### src/rtl/spu_ibr_mtx_ctl.sv
// spu_ibr_mtx_ctl: inbound-response controller for the SPU. Tracks up to
// NUM_SLOT outstanding requests by TID, checks head/data response flits
// against each slot, applies a programmable idle timeout per slot, and
// retires completed slots lowest-index first through a valid/ready port.
module spu_ibr_mtx_ctl #(
  parameter int unsigned TID_W      = 8,
  parameter int unsigned TILE_ID_W  = 6,
  parameter int unsigned NUM_SLOT   = 4,
  parameter int unsigned FLIT_CNT_W = 4,
  parameter int unsigned TO_W       = 20
) (
  input  logic                            clk,
  input  logic                            rstn,
  input  logic                            req_vld,
  output logic                            req_rdy,
  input  logic [TID_W-1:0]                req_tid,
  input  logic [FLIT_CNT_W-1:0]           req_flits,
  input  logic [TILE_ID_W-1:0]            local_tile_id,
  input  logic [TO_W-1:0]                 cfg_rsp_timeout,
  input  logic                            ib_rsp_vld,
  output logic                            ib_rsp_rdy,
  input  logic [1:0]                      ib_rsp_type,
  input  logic [TID_W-1:0]                ib_rsp_tid,
  input  logic [TILE_ID_W-1:0]            ib_rsp_dst_tile_id,
  input  logic                            ib_rsp_status,
  output logic                            res_vld,
  input  logic                            res_rdy,
  output logic [TID_W-1:0]                res_tid,
  output logic [2:0]                      res_code,
  output logic                            unmatched_pulse,
  output logic                            tile_mismatch_pulse,
  output logic [$clog2(NUM_SLOT+1)-1:0]   active_cnt
);

  localparam int unsigned CNT_W = $clog2(NUM_SLOT + 1);

  localparam logic [1:0] RSP_HEAD       = 2'd0;
  localparam logic [1:0] RSP_DATA       = 2'd1;
  localparam logic       RSP_STATUS_ERR = 1'b1;

  localparam logic [2:0] CODE_OK      = 3'd0;
  localparam logic [2:0] CODE_STS_ERR = 3'd1;
  localparam logic [2:0] CODE_HEAD_TO = 3'd2;
  localparam logic [2:0] CODE_DATA_TO = 3'd3;
  localparam logic [2:0] CODE_SEQ_ERR = 3'd4;

  typedef enum logic [1:0] {
    S_FREE      = 2'd0,
    S_WAIT_HEAD = 2'd1,
    S_WAIT_DATA = 2'd2,
    S_DONE      = 2'd3
  } slot_st_e;

  // Per-slot registered state
  slot_st_e [NUM_SLOT-1:0]                 st_q, st_d;
  logic     [NUM_SLOT-1:0][TID_W-1:0]      tid_q, tid_d;
  logic     [NUM_SLOT-1:0][FLIT_CNT_W-1:0] rem_q, rem_d;
  logic     [NUM_SLOT-1:0][TO_W-1:0]       to_cnt_q, to_cnt_d;
  logic     [NUM_SLOT-1:0][2:0]            code_q, code_d;

  // Control flops
  logic rdy_q, rdy_d;
  logic unmatched_pulse_q, unmatched_pulse_d;
  logic tile_mismatch_pulse_q, tile_mismatch_pulse_d;

  // Derived per-slot status
  logic [NUM_SLOT-1:0] free_vec;
  logic [NUM_SLOT-1:0] done_vec;
  logic [NUM_SLOT-1:0] free_lo;
  logic [NUM_SLOT-1:0] done_lo;
  logic [NUM_SLOT-1:0] rsp_match;
  logic [NUM_SLOT-1:0] rsp_hit;
  logic [NUM_SLOT-1:0] to_hit;
  logic                req_tid_busy;
  logic                alloc_fire;
  logic                rsp_acc;
  logic                tile_ok;
  logic                type_ok;
  logic                res_fire;

  // Slot occupancy, TID lookups and timeout conditions from current state
  always_comb begin
    free_vec     = '0;
    done_vec     = '0;
    rsp_match    = '0;
    to_hit       = '0;
    req_tid_busy = 1'b0;
    for (int i = 0; i < int'(NUM_SLOT); i++) begin
      free_vec[i]  = (st_q[i] == S_FREE);
      done_vec[i]  = (st_q[i] == S_DONE);
      rsp_match[i] = (st_q[i] != S_FREE) && (tid_q[i] == ib_rsp_tid);
      to_hit[i]    = (cfg_rsp_timeout != '0) && (to_cnt_q[i] == cfg_rsp_timeout);
      if ((st_q[i] != S_FREE) && (tid_q[i] == req_tid)) begin
        req_tid_busy = 1'b1;
      end
    end
  end

  // Lowest-index selection isolates the least significant set bit
  assign free_lo = free_vec & (~free_vec + NUM_SLOT'(1));
  assign done_lo = done_vec & (~done_vec + NUM_SLOT'(1));

  assign req_rdy    = rdy_q && (|free_vec) && !req_tid_busy;
  assign alloc_fire = req_vld && req_rdy;

  assign ib_rsp_rdy = rdy_q;
  assign rsp_acc    = ib_rsp_vld && rdy_q;
  assign tile_ok    = (ib_rsp_dst_tile_id == local_tile_id);
  assign type_ok    = (ib_rsp_type == RSP_HEAD) || (ib_rsp_type == RSP_DATA);
  assign rsp_hit    = (rsp_acc && tile_ok && type_ok) ? rsp_match : '0;

  assign res_vld  = |done_vec;
  assign res_fire = res_vld && res_rdy;

  // Result payload from the lowest-index DONE slot
  always_comb begin
    res_tid  = '0;
    res_code = '0;
    for (int i = 0; i < int'(NUM_SLOT); i++) begin
      if (done_lo[i]) begin
        res_tid  = tid_q[i];
        res_code = code_q[i];
      end
    end
  end

  // Count of occupied slots
  always_comb begin
    active_cnt = '0;
    for (int i = 0; i < int'(NUM_SLOT); i++) begin
      if (!free_vec[i]) begin
        active_cnt = active_cnt + CNT_W'(1);
      end
    end
  end

  // Per-slot next state: allocation, flit handling, timeout, retire
  always_comb begin
    st_d     = st_q;
    tid_d    = tid_q;
    rem_d    = rem_q;
    to_cnt_d = to_cnt_q;
    code_d   = code_q;
    for (int i = 0; i < int'(NUM_SLOT); i++) begin
      case (st_q[i])
        S_FREE: begin
          if (alloc_fire && free_lo[i]) begin
            st_d[i]     = S_WAIT_HEAD;
            tid_d[i]    = req_tid;
            rem_d[i]    = req_flits;
            to_cnt_d[i] = '0;
            code_d[i]   = CODE_OK;
          end
        end
        S_WAIT_HEAD: begin
          if (to_cnt_q[i] != '1) begin
            to_cnt_d[i] = to_cnt_q[i] + TO_W'(1);
          end
          if (rsp_hit[i]) begin
            if (ib_rsp_type != RSP_HEAD) begin
              st_d[i]   = S_DONE;
              code_d[i] = CODE_SEQ_ERR;
            end else if (ib_rsp_status == RSP_STATUS_ERR) begin
              st_d[i]   = S_DONE;
              code_d[i] = CODE_STS_ERR;
            end else if (rem_q[i] == '0) begin
              st_d[i]   = S_DONE;
              code_d[i] = CODE_OK;
            end else begin
              st_d[i]     = S_WAIT_DATA;
              to_cnt_d[i] = '0;
            end
          end else if (to_hit[i]) begin
            st_d[i]   = S_DONE;
            code_d[i] = CODE_HEAD_TO;
          end
        end
        S_WAIT_DATA: begin
          if (to_cnt_q[i] != '1) begin
            to_cnt_d[i] = to_cnt_q[i] + TO_W'(1);
          end
          if (rsp_hit[i]) begin
            if (ib_rsp_type != RSP_DATA) begin
              st_d[i]   = S_DONE;
              code_d[i] = CODE_SEQ_ERR;
            end else if (ib_rsp_status == RSP_STATUS_ERR) begin
              st_d[i]   = S_DONE;
              code_d[i] = CODE_STS_ERR;
            end else if (rem_q[i] == FLIT_CNT_W'(1)) begin
              st_d[i]   = S_DONE;
              code_d[i] = CODE_OK;
            end else begin
              rem_d[i]    = rem_q[i] - FLIT_CNT_W'(1);
              to_cnt_d[i] = '0;
            end
          end else if (to_hit[i]) begin
            st_d[i]   = S_DONE;
            code_d[i] = CODE_DATA_TO;
          end
        end
        S_DONE: begin
          if (res_fire && done_lo[i]) begin
            st_d[i] = S_FREE;
          end
        end
        default: begin
          st_d[i] = S_FREE;
        end
      endcase
    end
  end

  // Ready enable and error pulses for the next cycle
  always_comb begin
    rdy_d                 = 1'b1;
    unmatched_pulse_d     = rsp_acc && tile_ok && (!type_ok || !(|rsp_match));
    tile_mismatch_pulse_d = rsp_acc && !tile_ok;
  end

  // State registers
  always_ff @(posedge clk or negedge rstn) begin
    if (!rstn) begin
      st_q                  <= {NUM_SLOT{S_FREE}};
      tid_q                 <= '0;
      rem_q                 <= '0;
      to_cnt_q              <= '0;
      code_q                <= '0;
      rdy_q                 <= 1'b0;
      unmatched_pulse_q     <= 1'b0;
      tile_mismatch_pulse_q <= 1'b0;
    end else begin
      st_q                  <= st_d;
      tid_q                 <= tid_d;
      rem_q                 <= rem_d;
      to_cnt_q              <= to_cnt_d;
      code_q                <= code_d;
      rdy_q                 <= rdy_d;
      unmatched_pulse_q     <= unmatched_pulse_d;
      tile_mismatch_pulse_q <= tile_mismatch_pulse_d;
    end
  end

  assign unmatched_pulse     = unmatched_pulse_q;
  assign tile_mismatch_pulse = tile_mismatch_pulse_q;

endmodule
### config.mk
export PLATFORM = sky130hd
export DESIGN_NAME = spu_ibr_mtx_ctl
export DESIGN_NICKNAME = d
export VERILOG_FILES = /design/src/rtl/spu_ibr_mtx_ctl.sv
export SDC_FILE = /design/constraint.sdc
export NUM_CORES = 1
export LEC_CHECK = 0
export ABC_AREA = 1
export CAP_MARGIN = 20
export CORE_MARGIN = 2
export CORE_UTILIZATION = 50
export DETAILED_ROUTE_END_ITERATION = 8
export PLACE_DENSITY = 0.71
export SLEW_MARGIN = 5
export SYNTH_ARGS = -nofsm -noshare
export SYNTH_HDL_FRONTEND = slang
export SYNTH_SLANG_ARGS = --single-unit
### constraint.sdc
create_clock -name clk -period 2.4 [get_ports clk]
set_input_delay 0.24 -clock clk [delete_from_list [all_inputs] [get_ports clk]]
set_output_delay 0.24 -clock clk [all_outputs]
set_load 0.01 [all_outputs]
==> out/qor.yml <==
status: "finished with violations"
violations: "negative setup slack"
end_kind: "primary output"
area_delta_synth_final_pct: 25.83
cts.sinks: 151
syn_area_sq_um: 13680
rsz0062_at_grt: "yes"
register_area_sq_um: 3780
htree_levels: 4
synth_seq_cells: 151
antenna_cells: 0
core_sq_um: 26880
crit_arrival_ps: 2170
drv_cap: 0
initialDrtViolationCount: 1771
start_kind: "flop"
cts-buffers-inserted: 17
setup_viol: 1
finalClockSkew_ps: 15.15
multi_input_area_sq_um: 8837
viasPerCell: 5.635
ir_worst_vdd_mv: 0.4945
avgRoutedWirePerCell_um: 17.95
antenna_found_initial: 0
grt_pass1_vias: 14259
initial_utilization: 0.5088
cp.required_ps: 2160
synth_nets: 2280
period_minus_slack_ps: 2410
synth_mux_area_frac: 0
hold_violations: 0
synth_top_family_by_area: "simple AND/OR/NAND/NOR gates"
setup_tns_ps: -10.41
yosys_warnings: 0
ys_seq_area_frac: 0.2763
synthCells: 2186
worstSetupPathType: "reg -> out"
drv_slew: 0
p_per_area_nw_per_um2: 781.6
synth_compound_area_frac: 0.1222
fin_crit_sh: 1.004
fill_cells: 2441
grt_max_degree: 52
die_area_sq_um: 28690
drive_gt1_frac: 0.1677
grt_usage: 0.3433
yosys_most_used_dff: "dfrtp_1"
io_buffers: 78
overflow: 0
fin_nets: 2496
antenna_left: 0
dr.pass1.iters: 8
clock_latency_ps: 440
vias: 15531
rows: 60
synthArstFlopShare: 1.000
drt_wl_total_mm: 49.48
fin_ws_ps: -10.41
grt_pass1_wl_mm: 77.63
maxSlewHeadroom: 0.5384
synth-edff-count: 0
synth-simple-area-share: 0.4026
clockBufferDepth: 2
cts_tree: "built"
worstMarginPinSlew_ps: 692.3
clkSlewWorstSetupHoldPaths_ps: 70
synth_adder_area_share: 0.03111
ctsRootBufferMaster: "clkbuf_16"
synth-xor-area-share: 0.06853
die_y_um: 169.4
cp_max_fo: 8
leakagePower_nw: 8.122
p_total_mw: 13.45
io_pins: 79
drc: 0
gp_congestion: 0.9665
syn_avg_cell_area_sq_um: 6.256
dp_hpwl_mm: 37.76
dieWidth_um: 169.4
fmax_ghz: 0.4149
hold_path.class: "in -> async"
yosysUniqueCellTypes: 55
==> area by class of cell <==
| type | count | area share |
|---|---|---|
| Multi-Input combinational cell | 1706 | 0.5136 |
| Sequential cell | 151 | 0.2197 |
| Timing Repair Buffer | 298 | 0.1549 |
| Inverter | 228 | 0.05090 |
| Clock buffer | 20 | 0.02654 |
| Tap cell | 341 | 0.02479 |
| Clock inverter | 12 | 0.009598 |
==> kinds of logic (layout without fill, tap and decap cells) <==
group	count (synthesis)	count (layout)
DFF	151	151
buffers and inverters	329	558
adders and majority gates	34	34
AOI/OAI and AO/OA	290	290
other	1	1
and+or+nand+nor	1274	1274
xor gates and xnor gates	107	107
==> power by group <==
part / internal (mW) / switching (mW) / total (mW)
registers: 3.03 / 0.658 / 3.69
clock network: 1.71 / 1.22 / 2.93
logic: 2.76 / 4.07 / 6.83
total: 7.50 / 5.95 / 13.5
==> per-stage QoR <==
step / instance area (sq um) / instances / hold slack [ps] / util / worst slack [ps]
after floorplan: 13680 / 2186 / -55.59 / - / 103.5
after detailed placement: 16150 / 2712 / 175.5 / 0.6010 / -175.8
after global routing: 17210 / 2756 / 309.3 / 0.6403 / -36.51
after global placement: 16150 / 2712 / 176.4 / 0.6010 / -147.0
final: 17210 / 2756 / 277.0 / 0.6403 / -10.41
after CTS: 16940 / 2749 / 290.4 / 0.6303 / -150.5
==> worst max-delay path: stages (launching register included) <==
cell and delay, ps:
dfrtp_1 400, buf_4 150, ha_4 170, buf_8 140
inv_2 70, nand2_1 80, buf_12 150, o22ai_1 130
a221o_1 200, clkdlybuf4s15_2 250
==> metal layers <==
metal | global-route usage | share of wire
met1 | 0.4852 | 0.45
met2 | 0.5475 | 0.44
met3 | 0.04874 | 0.080
met4 | 0.1007 | 0.028
met5 | 0 | 0
==> flip-flops by register name, summed over array words and instances (netlist names) <==
name	flops
to_cnt_q	80
unmatched_pulse	1
rem_q	16
tid_q	32
tile_mismatch_pulse	1
code_q	12
st_q	8
ib_rsp_rdy	1
==> layout by cell type (no fill, tap or decap), types with 4 or more instances in the layout <==
master           Yosys  routed
a21oi_2              3       9
clkbuf_16            0      18
nor2_1             176     172
inv_6                0       4
xor2_1              39      38
o21ai_1             44      50
buf_12               0      18
inv_4                2       5
o21ai_0            100      92
o21ai_2              2       4
nor2_2              16      14
buf_4               10     189
nor3_1              25      24
nand2_4              3      10
o22ai_1              8       6
nor3b_1              6       6
ha_2                 0       5
nand2_1            734     724
dfrtp_1            151     150
nand3_2              3       7
inv_2               23      28
a21oi_1             65      58
nor4_1              10       8
ha_1                34      25
buf_2               34       5
nand3_1            224     219
xnor2_1             68      68
nand2_2             17      20
ha_4                 0       4
clkdlybuf4s50_1      0      61
nor2_4               5      11
clkbuf_2             3       7
o311ai_0            13      13
o31ai_1             32      32
o211ai_1             5       5
buf_6                4      13
inv_1              203     194
nand4_1             40      40
==> what timing repair did <==
item / in CTS / in global routing
buffers inserted: 3 / 6
gates cloned: 1 / 1
pin swaps: 1 / 14
endpoints found under the hold margin: 31 / 0
hold buffers: 1 / 0
setup endpoints to repair: 46 / 127
gates resized for setup: 76 / 91
==> synthesized netlist by cell type (all sizes together), types with 2 or more instances <==
cell type / n / share of area
nand2: 754 / 0.21
ha: 34 / 0.031
a211oi: 2 / 0.0011
o21bai: 2 / 0.0011
inv: 228 / 0.063
dfrtp: 151 / 0.28
nor3b: 8 / 0.0051
o22ai: 8 / 0.0037
nor4: 11 / 0.0055
a21boi: 2 / 0.0011
xor2: 39 / 0.025
o211ai: 5 / 0.0027
buf: 49 / 0.021
a21oi: 68 / 0.026
nand4: 42 / 0.021
a22oi: 2 / 0.0011
nand3b: 2 / 0.0011
nor3: 28 / 0.011
o311ai: 16 / 0.010
o31ai: 32 / 0.018
clkbuf: 52 / 0.015
nor2: 197 / 0.060
a31oi: 3 / 0.0014
nand3: 227 / 0.084
or2: 3 / 0.0014
xnor2: 68 / 0.044
o21ai: 146 / 0.054
==> worst paths after layout <==
path / cells after the start / slack (ps) / startpoint / to
worst max-delay path: 9 / -10 / st_q[0] / res_tid[7]
worst min register to register: 2 / 480 / code_q[9] / code_q[9]
min in group clk: 5 / 460 / ib_rsp_vld / tile_mismatch_pulse
worst max register to register: 15 / 70 / st_q[0] / to_cnt_q[68]
max in group asynchronous: 3 / 1420 / rstn / to_cnt_q[67]
worst min-delay path: 2 / 280 / rstn / rem_q[14]
(Power assumes the default switching activity.)
